==> config.mk <==
export PLATFORM = sky130hd
export DESIGN_NAME = abs_diff_accumulator
export DESIGN_NICKNAME = d
export VERILOG_FILES = /design/src/rtl/abs_diff_pkg.sv /design/src/rtl/abs_diff_accumulator_frame_counter.sv /design/src/rtl/abs_diff_accumulator.sv
export SDC_FILE = /design/constraint.sdc
export NUM_CORES = 1
export LEC_CHECK = 0
export ABC_AREA = 1
export BUFFER_PORTS_ARGS = -buffer_cell sky130_fd_sc_hd__buf_4
export CAP_MARGIN = 20
export CORE_MARGIN = 2
export CORE_UTILIZATION = 40
export DETAILED_ROUTE_END_ITERATION = 16
export PLACE_DENSITY_LB_ADDON = 0.2
export SLEW_MARGIN = 0
export SYNTH_ARGS = -nofsm -noshare
export SYNTH_HDL_FRONTEND = slang
export SYNTH_HIERARCHICAL = 1
export SYNTH_SLANG_ARGS = --single-unit
==> constraint.sdc <==
create_clock -name clk -period 3.9 [get_ports clk]
set_input_delay 0.78 -clock clk [delete_from_list [all_inputs] [get_ports clk]]
set_output_delay 0.78 -clock clk [all_outputs]
set_load 0.01 [all_outputs]
==> src/rtl/abs_diff_pkg.sv <==
// Shared definitions for the |A-B| datapath: FSM encoding and width derivation
// helpers used by both the subtractor and the accumulator.
package abs_diff_pkg;

    typedef enum logic [1:0] {
        IDLE  = 2'd0,
        ACCUM = 2'd1,
        DONE  = 2'd2
    } state_t;

    // Subtractor result width: |A-B| of two WIDTH-bit products plus carry.
    function automatic int calc_dw(input int width);
        return 2 * width + 1;
    endfunction

    // Wide enough that 2^CNT_WIDTH-1 samples of DW bits can never overflow.
    function automatic int calc_sum_width(input int dw, input int cnt_width);
        return dw + cnt_width;
    endfunction

endpackage

==> src/rtl/abs_diff_accumulator_frame_counter.sv <==
// Sample counter for one frame: loads the frame length, counts accepted samples
// and flags when the next accept completes the frame.
module frame_counter #(
    parameter int CNT_WIDTH = 16
) (
    input  logic                 clk,
    input  logic                 rst,
    input  logic                 clear,
    input  logic                 load,
    input  logic [CNT_WIDTH-1:0] len,
    input  logic                 inc,
    output logic [CNT_WIDTH-1:0] cnt,
    output logic                 last
);

    logic [CNT_WIDTH-1:0] len_q;

    // NOTE: sequential state uses non-blocking assignments so every register
    // samples pre-edge values regardless of statement order.
    always_ff @(posedge clk or posedge rst) begin
        if (rst) begin
            len_q <= '0;
            cnt   <= '0;
        end else if (clear) begin
            len_q <= '0;
            cnt   <= '0;
        end else if (load) begin
            len_q <= len;
            cnt   <= '0;
        end else if (inc) begin
            cnt <= cnt + CNT_WIDTH'(1);
        end
    end

    // len_q is never 0 while counting, so cnt+1 cannot wrap before matching.
    assign last = (cnt + CNT_WIDTH'(1)) == len_q;

endmodule

==> src/rtl/abs_diff_accumulator.sv <==
// Frame accumulator for |A-B| samples: exact sum, maximum and count per frame,
// reported over a valid/ready result handshake.
module abs_diff_accumulator
    import abs_diff_pkg::*;
#(
    parameter int WIDTH     = 16,
    parameter int DW        = calc_dw(WIDTH),
    parameter int CNT_WIDTH = 16,
    parameter int SUM_WIDTH = calc_sum_width(DW, CNT_WIDTH)
) (
    input  logic                 clk,
    input  logic                 rst,
    input  logic                 start,
    input  logic [CNT_WIDTH-1:0] frame_len,
    input  logic                 abort,
    input  logic [DW-1:0]        in_data,
    input  logic                 in_valid,
    output logic                 in_ready,
    output logic [SUM_WIDTH-1:0] sum_out,
    output logic [DW-1:0]        max_out,
    output logic [CNT_WIDTH-1:0] cnt_out,
    output logic                 out_valid,
    input  logic                 out_ready,
    output logic                 busy
);

    state_t               state;
    logic [SUM_WIDTH-1:0] sum_q;
    logic [DW-1:0]        max_q;
    logic                 accept;
    logic                 cnt_load;
    logic                 last;

    // in_ready is only ever high in ACCUM, so it alone qualifies an accept.
    assign accept   = in_valid & in_ready & ~abort;
    assign cnt_load = (state == IDLE) & start & ~abort;

    frame_counter #(
        .CNT_WIDTH(CNT_WIDTH)
    ) u_frame_counter (
        .clk  (clk),
        .rst  (rst),
        .clear(abort),
        .load (cnt_load),
        .len  (frame_len),
        .inc  (accept),
        .cnt  (cnt_out),
        .last (last)
    );

    always_ff @(posedge clk or posedge rst) begin
        if (rst) begin
            state     <= IDLE;
            in_ready  <= 1'b0;
            out_valid <= 1'b0;
            busy      <= 1'b0;
            sum_q     <= '0;
            max_q     <= '0;
        end else if (abort) begin
            state     <= IDLE;
            in_ready  <= 1'b0;
            out_valid <= 1'b0;
            busy      <= 1'b0;
            sum_q     <= '0;
            max_q     <= '0;
        end else begin
            case (state)
                IDLE: begin
                    if (start) begin
                        sum_q <= '0;
                        max_q <= '0;
                        busy  <= 1'b1;
                        // An empty frame completes immediately with zero results.
                        if (frame_len != '0) begin
                            state    <= ACCUM;
                            in_ready <= 1'b1;
                        end else begin
                            state     <= DONE;
                            out_valid <= 1'b1;
                        end
                    end
                end
                ACCUM: begin
                    if (accept) begin
                        sum_q <= sum_q + SUM_WIDTH'(in_data);
                        if (in_data > max_q)
                            max_q <= in_data;
                        if (last) begin
                            state     <= DONE;
                            in_ready  <= 1'b0;
                            out_valid <= 1'b1;
                        end
                    end
                end
                DONE: begin
                    // A start arriving with out_ready is dropped, not queued.
                    if (out_ready) begin
                        state     <= IDLE;
                        out_valid <= 1'b0;
                        busy      <= 1'b0;
                    end
                end
                default: begin
                    state     <= IDLE;
                    in_ready  <= 1'b0;
                    out_valid <= 1'b0;
                    busy      <= 1'b0;
                end
            endcase
        end
    end

    assign sum_out = sum_q;
    assign max_out = max_q;

endmodule

## After elaboration in Yosys (flattened, before gate mapping)

Index checks and enable logic that the tools add are counted.

- Register bits: 119
- Word-level logic and storage cells: 76
- Output and inout port bits: 101
- Bits of input ports: 55

- $add $sub $neg: 2
- Magnitude comparators: 1
- Reduce and logical (&&, ||, !) cells: 11
- Bitwise gates (word level): 5
- Mux-type cells: 37
- Eq/ne operators: 12

Operators by type and width:

| operator | count |
|---|---|
| $mux 49 | 3 |
| $mux 33 | 4 |
| $pmux 49 s2 | 1 |
| $mux 16 | 5 |
| $pmux 33 s2 | 1 |
| $add 49x33->49 | 1 |
| $gt 33x33->1 | 1 |
| $ne 3x3->1 const B | 6 |
| $add 16x1->16 const B | 1 |
| $eq 16x16->1 | 1 |
| $reduce_bool 16->1 | 1 |
| $mux 1 | 13 |
| $mux 2 | 6 |
| $reduce_and 5->1 | 2 |
| $pmux 1 s3 | 3 |
| $reduce_and 4->1 | 2 |
| $pmux 2 s3 | 1 |
| $reduce_and 3->1 | 2 |
| $reduce_bool 3->1 | 2 |
| $and 1x1->1 | 4 |
| $ne 2x2->1 const B | 2 |
| $ne 3x2->1 const B | 1 |
| $eq 2x1->1 const B | 1 |
| $eq 2x2->1 const B | 1 |
| 3 further kinds | 3 |

## Logic depth before layout (Yosys ltp)

Gate-level depths: netlist of the first run.

- Depth after elaboration: 6
- Depth in mapped cells: 19
- Mapped depth without buffers: 19

## By module

Netlist of the first run, hierarchy kept.

By module, submodules not included:

| module | times used | cells each | area each (um2) | seq. area each (um2) |
|---|---|---|---|---|
| abs_diff_accumulator | 1 | 1178 | 7439.6 | 2177.1 |
| frame_counter | 1 | 275 | 1953.1 | 800.8 |

## Worst setup path before layout of the first run

No wires, ideal clock.

- Kind: input to register
- Start point: in in_data[0]
- End point: reg sum_q[32], in the netlist sum_out[32]
- Path slack: 1.555 ns
- Required time: 3.783 ns
- Data arrival time: 2.227 ns
- Buffers on the path: 0
- Setup time: 0.117 ns
- Cell stages on the path: 15
- Path through: ha_1 inv_1 fa_1 inv_1 nand2_1 nand2_1 nand3b_1 nand2_1 inv_1 o21bai_1 nand2_1 nand2_1 nand2_1 nand3_1 nand2_1

- Word-level cells in the longest chain between the ends: 4

RTL lines:

| what | RTL line | RTL |
|---|---|---|
| from (decl) | abs_diff_accumulator.sv:16 | `input logic [DW-1:0] in_data,` |
| $add 49x33->49 | abs_diff_accumulator.sv:85 | `sum_q <= sum_q + SUM_WIDTH'(in_data);` |
| $mux 49 | abs_diff_accumulator.sv:84 | `if (accept) begin` |
| $pmux 49 s2 | abs_diff_accumulator.sv:67 | `case (state)` |
| $mux 49 | abs_diff_accumulator.sv:59 | `end else if (abort) begin` |
| to (signal assigned) | abs_diff_accumulator.sv:85 |  |
| to (decl) | abs_diff_accumulator.sv:28 | `logic [SUM_WIDTH-1:0] sum_q;` |

Every way passes these cells. The select of a mux whose other input is x is not followed.
A chain may end at the register's enable or synchronous reset.

## Worst setup path in the final report of the first run

- Start point: in in_data[16]
- End point: reg max_q[13], in the netlist max_out[13]

- Word-level cells in the longest chain between the ends: 3

RTL lines:

| what | RTL line | RTL |
|---|---|---|
| $gt 33x33->1 | abs_diff_accumulator.sv:86 | `if (in_data > max_q)` |
| $ne 3x3->1 (no source line) | - |  |
| $reduce_and 4->1 (no source line) | - |  |
| to (signal assigned) | abs_diff_accumulator.sv:87 | `max_q <= in_data;` |
| to (decl) | abs_diff_accumulator.sv:29 | `logic [DW-1:0] max_q;` |

Every way passes these cells.

==> results of run 1 <==
stage by stage:
step / instances / utilization, %
after global placement: 1908 / 46.7
after global routing: 1940 / 49.3
after detailed placement: 1908 / 46.7
after floorplan: 1453 / -
final: 1940 / 49.3
after CTS: 1940 / 49.3
cells in the final DEF, fill, tap and decap left out, drive strengths merged, types with 17 or more instances in the layout:
cell / Yosys / layout
clkbuf: 7 / 17
inv: 222 / 229
buf: 22 / 165
ha: 67 / 67
nand2: 477 / 477
nand4: 51 / 51
o21ai: 62 / 62
dfrtp: 119 / 119
a21oi: 81 / 81
nor2: 143 / 143
nand3: 141 / 141
worst paths after layout:
path / startpoint / end / slack, ns
worst max-delay path: in_data[16] / max_out[13]$_DFFE_PP0P_ / 1.03
worst min-delay path: in_ready$_DFFE_PP0P_ / in_ready$_DFFE_PP0P_ / 0.50
worst max register to register: max_out[16]$_DFFE_PP0P_ / max_out[13]$_DFFE_PP0P_ / 1.08
worst min register to register: in_ready$_DFFE_PP0P_ / in_ready$_DFFE_PP0P_ / 0.50
max in group asynchronous: rst / max_out[3]$_DFFE_PP0P_ / 2.57
min in group asynchronous: rst / sum_out[14]$_DFFE_PP0P_ / 0.56
state kept, by name, indices dropped and copies added, names as in the netlist:
name / cells
busy: 1
in_ready: 1
max_out: 33
out_valid: 1
state: 2
sum_out: 49
u_frame_counter/cnt: 16
u_frame_counter/len_q: 16
power groups by stage:
| stage | logic (mW) | clock network [mW] | registers [mW] |
|---|---|---|---|
| 2_1_floorplan | 0.941 | 0 | 1.47 |
| 3_3_place_gp | 1.42 | 0 | 1.45 |
| 5_1_grt | 1.63 | 1.73 | 1.44 |
| 4_1_cts | 1.46 | 1.67 | 1.43 |
| 6_report | 1.45 | 1.64 | 1.43 |
| 3_5_place_dp | 1.45 | 0 | 1.45 |
worst register-to-register path: cells and delay by family (launching register included):
family | cells | cell delay [ns]
flops | 1 | 0.38
fa+ha+maj | 1 | 0.29
compound gates | 1 | 0.82
simple gates | 7 | 1.14
buf+inv | 1 | 0.07
area by class of cell:
cell class              count  area, um2  share of cell area (%)
clock buffers              17        425                    3.71
clock inverters            15        168                    1.46
inverters                 224        843                    7.36
multi-input cells        1081       5410                    47.2
flip-flops and latches    119       2980                    26.0
well taps                 319        399                    3.48
repair buffers            165       1240                    10.8
logic make-up after synthesis:
logic type	after synthesis	share of synthesized area [%]
adder cells (fa/ha/maj)	68	9.14
XOR/XNOR	8	0.892
AO/OA/AOI/OAI	168	9.68
buffers and inverters	253	10.7
AND/OR/NAND/NOR	837	37.9
flip-flops	119	31.7
layer usage:
| layer | up-vias | track usage [%] |
|---|---|---|
| met5 | - | 0 |
| met4 | 0 | 7.88 |
| met3 | 30 | 3.50 |
| met2 | 279 | 41.9 |
| met1 | 4709 | 36.1 |
| li1 | 5016 | - |
==> results by group, run 1 <==
Final layout
  – Final-stage net count: 1731
  – Fill cell count: 2487
  – Synthesis-to-finish area growth: 22.1%
  – Layout cells sized above 1: 13.7%
  – Post-Layout Inst Area: 0.0115 mm2
  – N_diodes: 0

Logic synthesis
  – Seq/Total Area, Yosys: 31.7%
  – Synth Flop Type: dfrtp_1
  – Mean Syn Cell Area: 6.46 um2
  – Post-synth top area share: 31.7%
  – Post-synthesis register bit count: 119
  – Mapped Nets: 1576
  – Number of flops mapped to enable cells by yosys: 0
  – Count leader, synth: nand2_1
  – Netlist Area Pre-Place: 0.00939 mm2
  – Largest area contributor in the netlist: dfrtp_1
  – Syn. warnings: 6
  – Async SR Flop Fraction: 100%
  – Commonest cells in the netlist: nand2_1 (471), inv_1 (218), nand3_1 (141)
  – Post-synth cell types: 39
  – Synth area leaders: dfrtp_1 (32%), nand2_1 (19%), ha_1 (8.9%)
  – Syn Inst Count: 1453

Die
  – Top Ports: 156
  – Die area: 0.0247 mm2
  – Die Span X: 157 um
  – Initial Utilization: 40.4%
  – Row cnt: 56
  – Die height: 157 um
  – Core Area: 0.0233 mm2

Timing
  – Post-route minimum period: 2.87 ns
  – Setup-failing EPs final: 0
  – Max_slew headroom: 30.3%
  – RSZ-0062 raised after global routing: false
  – Final hold violation count: 0
  – Worst Tran Pin Value: 1.04 ns
  – Clk_skew: 0.0138 ns
  – Final Cycle Share: 73.5%
  – Pins Over Slew Limit: 0
  – Final TNS setup: 0 ns
  – Fmax achieved: 349 MHz
  – Setup slack after layout: 1.03 ns
  – Hold WS: 0.496 ns

Worst setup path
  – WS Path Type: in2reg
  – Worst Setup End Kind: register
  – CP arrival: 3.18 ns
  – CP top delay family: simple AND/OR/NAND/NOR gates
  – Required time worst endpoint: 4.21 ns
  – Setup crit start kind: input port
  – R2R cell count: 10
  – Buffers and inverters on the worst path: 1
  – Worst-path fanout max: 34
  – WP depth: 10
  – Cell Chain, Critical Path: buf_4 > ha_1 > nand2_1 > nor2_1 > nand4_1 > nor2_1 > a21oi_4 > nand2_4 > nand3_1 > nand2_1
  – Crit path max-delay cell type: a21oi_4
  – Max incr delay on CP: 0.82 ns

Detailed routing
  – Residual DRC count: 0
  – Top routing layer used: met4
  – DR WL met3: 1.55 mm
  – Met2 wire len: 14.6 mm
  – M1 WL: 14.7 mm
  – WL per Instance: 16.2 um
  – Vias: 10000
  – Vias per cell: 5.17
  – Total Wirelength: 31.4 mm
  – First drt pass iteration count: 7
  – DRT iter0 DRCs: 845
  – DRT antenna net count: 0

Place
  – Post-place setup slack: 0.611 ns
  – Detailed Place HPWL: 24.6 mm
  – IO Port Bufs: 155
  – Gp weighted congestion: 0.945
  – DP Area: 0.0109 mm2

Clock network
  – H-tree depth: 4
  – Post-CTS sizing: 0
  – CTS tree: built
  – Clk sink count: 119
  – Worst-skew pair later-pin latency: 0.44 ns
  – CTS Hold Bufs: 0
  – Root buffer cell: clkbuf_16
  – Max Root-Sink Buffers: 2
  – Setup Buffers After CTS: 0
  – Clk pin slew, worst setup/hold paths: 0.06 ns
  – Num CTS Buffers: 17

Global routing
  – Grt total ovfl: 0
  – Initial antenna violation count: 0
  – Vias in the first global route: 9278
  – Largest net degree at the start of global routing: 68
  – GRT Util Overall: 25.9%
  – First-pass GRT wire length: 49.4 mm

Power
  – Power Density: 395 mW/mm2
  – Clock power share: 36.3%
  – Sequential fraction of design power: 31.6%
  – Static leakage: 6.10 nW
  – Psw: 1.79 mW
  – Power, Total: 4.53 mW
  – Sw Share: 39.5%
  – P_int: 2.74 mW
  – Combinational group share of total power: 32.1%
  – Max VDD drop: 0.000247 V

Worst hold path
  – HP Class: reg2reg
  – Hold Crit Depth: 2

Status
  – Status: completed

Flow run
  – Max Cap Viol: 0
Power figures use the tool's default switching activity.
==> inputs of run 2 (changes only) <==
clock period = 2.5 ns   (was 3.9 ns; I/O delays follow)
==> run 2 against run 1 <==
Clock skew is 0.0011 ns lower. Sequential share of layout area shrank 0.92 points. Non-clock buffer count up 43. Hold slack got worse by 0.32 ns. Wire length is 0.13% lower. Clock power grew 62%. Final area increased by 3.8%. Power up 62%. Via count decreased by 0.61%. Critical path depth is 7 higher. Combinational power rose by 68%. Setup slack got worse by 0.85 ns. Highest routed layer unchanged.
==> results by group, run 2 (synthesis results as in run 1) <==
Die
  – Die area: 0.0247 mm2 (unchanged)
  – Top Ports: 156 (unchanged)
  – Die height: 157 um (unchanged)
  – Row cnt: 56 (unchanged)
  – Core Area: 0.0233 mm2 (unchanged)
  – Die Span X: 157 um (unchanged)
  – Initial Utilization: 40.4% (unchanged)

Final layout
  – Max reg flops: 49 (unchanged)
  – Commonest non-fill, non-tap cells in the layout: nand2_1 (470), inv_1 (216), buf_4 (205) (was nand2_1 (471), inv_1 (217), buf_4 (165))
  – Commonest non-fill, non-tap cell in the layout: nand2_1 (unchanged)
  – Final non-filler cell total: 1983 (was 1940)
  – Final-stage net count: 1774 (was 1731)
  – Layout cells sized above 1: 16.6% (was 13.7%)
  – Synthesis-to-finish area growth: 26.6% (was 22.1%)
  – N_diodes: 0 (unchanged)

Global routing
  – Met1 Resource Use GR: 35.9% (was 36.1%)
  – Largest net degree at the start of global routing: 88 (was 68)
  – Vias in the first global route: 9204 (was 9278)
  – GRT Util Overall: 25.6% (was 25.9%)
  – Gr busiest metal: met2 (unchanged)
  – M2 GR Usage: 41.6% (was 41.9%)
  – First-pass GRT wire length: 49.0 mm (was 49.4 mm)
  – Grt total ovfl: 0 (unchanged)
  – Met3 GRT Util: 3.83% (was 3.50%)
  – Initial antenna violation count: 0 (unchanged)

Timing
  – Setup-failing EPs final: 0 (unchanged)
  – Final hold violation count: 0 (unchanged)
  – Setup slack after layout: 0.186 ns (was 1.03 ns)
  – Post-route minimum period: 2.31 ns
  – RSZ-0062 raised after global routing: true (was false)
  – Worst Tran Pin Value: 0.634 ns (was 1.04 ns)
  – Pins Over Slew Limit: 0 (unchanged)
  – Clk_skew: 0.0127 ns (was 0.0138 ns)
  – Final TNS setup: 0 ns (unchanged)
  – Hold WS: 0.179 ns (was 0.496 ns)
  – Max_slew headroom: 57.6% (was 30.3%)
  – Fmax achieved: 432 MHz
  – Final Cycle Share: 92.6%

Clock network
  – CTS tree: built (unchanged)
  – Clk pin slew, worst setup/hold paths: 0.07 ns (was 0.06 ns)
  – CTS Hold Bufs: 0 (unchanged)
  – Clk sink count: 119 (unchanged)
  – Worst-skew pair later-pin latency: 0.43 ns (was 0.44 ns)
  – Num CTS Buffers: 17 (unchanged)
  – Max Root-Sink Buffers: 2 (unchanged)
  – H-tree depth: 4 (unchanged)
  – Root buffer cell: clkbuf_16 (unchanged)

Power
  – Power Density: 616 mW/mm2 (was 395 mW/mm2)
  – Power, Total: 7.33 mW (was 4.53 mW)
  – Static leakage: 6.35 nW (was 6.10 nW)
  – Max VDD drop: 0.000529 V (was 0.000247 V)

Worst setup path
  – R2R cell count: 17 (was 10)
  – Worst-path fanout max: 5 (was 34)
  – Buffers and inverters on the worst path: 0 (was 1)
  – CP top delay family: simple AND/OR/NAND/NOR gates (unchanged)
  – Worst Setup End Kind: register (unchanged)
  – Max incr delay on CP: 0.40 ns (was 0.82 ns)
  – WP depth: 17 (was 10)
  – Crit-path most repeated cell: nand2_1
  – Crit path max-delay cell type: dfrtp_2 (was a21oi_4)
  – Required time worst endpoint: 2.86 ns (was 4.21 ns)
  – WS Path Type: reg2reg (was in2reg)
  – CP arrival: 2.67 ns (was 3.18 ns)
  – Setup crit start kind: register (was input port)
  – Cell Chain, Critical Path: ha_2 > nand2_2 > nor2_4 > nand2_1 > nand2_1 > nand2_1 > a21oi_2 > nand2_1 > nor2_1 > nand3_1 > nor2_2 > nand2_1 > nand2_1 > o311ai_1 > nor2_1 > nand2_1 > nand2_1 (was buf_4 > ha_1 > nand2_1 > nor2_1 > nand4_1 > nor2_1 > a21oi_4 > nand2_4 > nand3_1 > nand2_1)

Detailed routing
  – First drt pass iteration count: 5 (was 7)
  – Vias: 9973 (was 10000)
  – Residual DRC count: 0 (unchanged)
  – DRT iter0 DRCs: 856 (was 845)
  – Vias per cell: 5.03 (was 5.17)
  – DRT antenna net count: 0 (unchanged)
  – WL per Instance: 15.8 um (was 16.2 um)
  – Total Wirelength: 31.4 mm (about the same)

Place
  – Gp weighted congestion: 0.914 (was 0.945)
  – Detailed Place HPWL: 24.4 mm (was 24.6 mm)
  – Placed Cells: 1948 (was 1908)
  – Post-place setup slack: -0.0588 ns (was 0.611 ns)
  – IO Port Bufs: 155 (unchanged)

Flow run
  – Max Cap Viol: 0 (unchanged)

Status
  – Status: completed (unchanged)

Worst hold path
  – HP Class: in2async (was reg2reg)
-- run 2: cell count changes in the layout (fill, tap and decap cells not counted), moves of 3 or more --
cell	previous run	this run
nor2_4	3	6
o21ai_1	0	3
buf_4	165	205
o21ai_0	61	58
-- run 2: path summary, 6_finish.rpt --
check	from	end	slack, ns
setup / recovery	u_frame_counter/cnt[0]$_DFFE_PP0P_	out_valid$_DFFE_PP0P_	0.19
hold / removal	rst	u_frame_counter/cnt[13]$_DFFE_PP0P_	0.18
setup reg to reg	u_frame_counter/cnt[0]$_DFFE_PP0P_	out_valid$_DFFE_PP0P_	0.19
hold reg to reg	out_valid$_DFFE_PP0P_	out_valid$_DFFE_PP0P_	0.49
max in group asynchronous	rst	max_out[22]$_DFFE_PP0P_	1.88
min in group clk	frame_len[3]	u_frame_counter/len_q[3]$_DFFE_PP0P_	0.33
-- run 2: report_power, final --
part | switching [mW] | internal, mW
clock | 1.06 | 1.60
sequential | 0.140 | 2.09
combinational | 1.61 | 0.837
total | 2.80 | 4.52
-- run 2: timing repair --
item	in CTS	in global routing
resized for setup	3	17
hold endpoints to repair	0	0
endpoints found under the setup margin	2	21
pin swaps	1	3
setup buffers	3	0
-- run 2: final cells by class --
| cell class | count | area, um2 |
|---|---|---|
| flip-flops and latches | 119 | 2980 |
| clock buffers | 17 | 425 |
| fillers | 2430 | 11400 |
| multi-input cells | 1081 | 5460 |
| repair buffers | 208 | 1590 |
| well taps | 319 | 399 |
| clock inverters | 15 | 191 |
| inverters | 224 | 845 |
-- run 2: per-stage QoR --
step	util, %	instance area, um2
floorplan	-	9400
global placement	48.1	11200
detailed placement	48.1	11200
CTS	50.9	11800
global route	51.1	11900
finish	51.1	11900
-- run 2: worst register-to-register path: stages (launching register included) --
cell	delay (ns)
dfrtp_2	0.40
ha_2	0.21
nand2_2	0.10
nor2_4	0.18
nand2_1	0.07
nand2_1	0.07
nand2_1	0.10
a21oi_2	0.14
nand2_1	0.07
nor2_1	0.10
nand3_1	0.12
nor2_2	0.14
nand2_1	0.06
nand2_1	0.09
o311ai_1	0.12
nor2_1	0.12
nand2_1	0.07
nand2_1	0.07
-- run 2: routing by layer --
metal  share of wire [%]  vias up  wire length (um)
met5                   0        -                 0
met4                 1.4        0               429
met3                 5.2       31              1620
met2                  46      285             14500
met1                  47     4562             14900
li1                    -     5095                 -
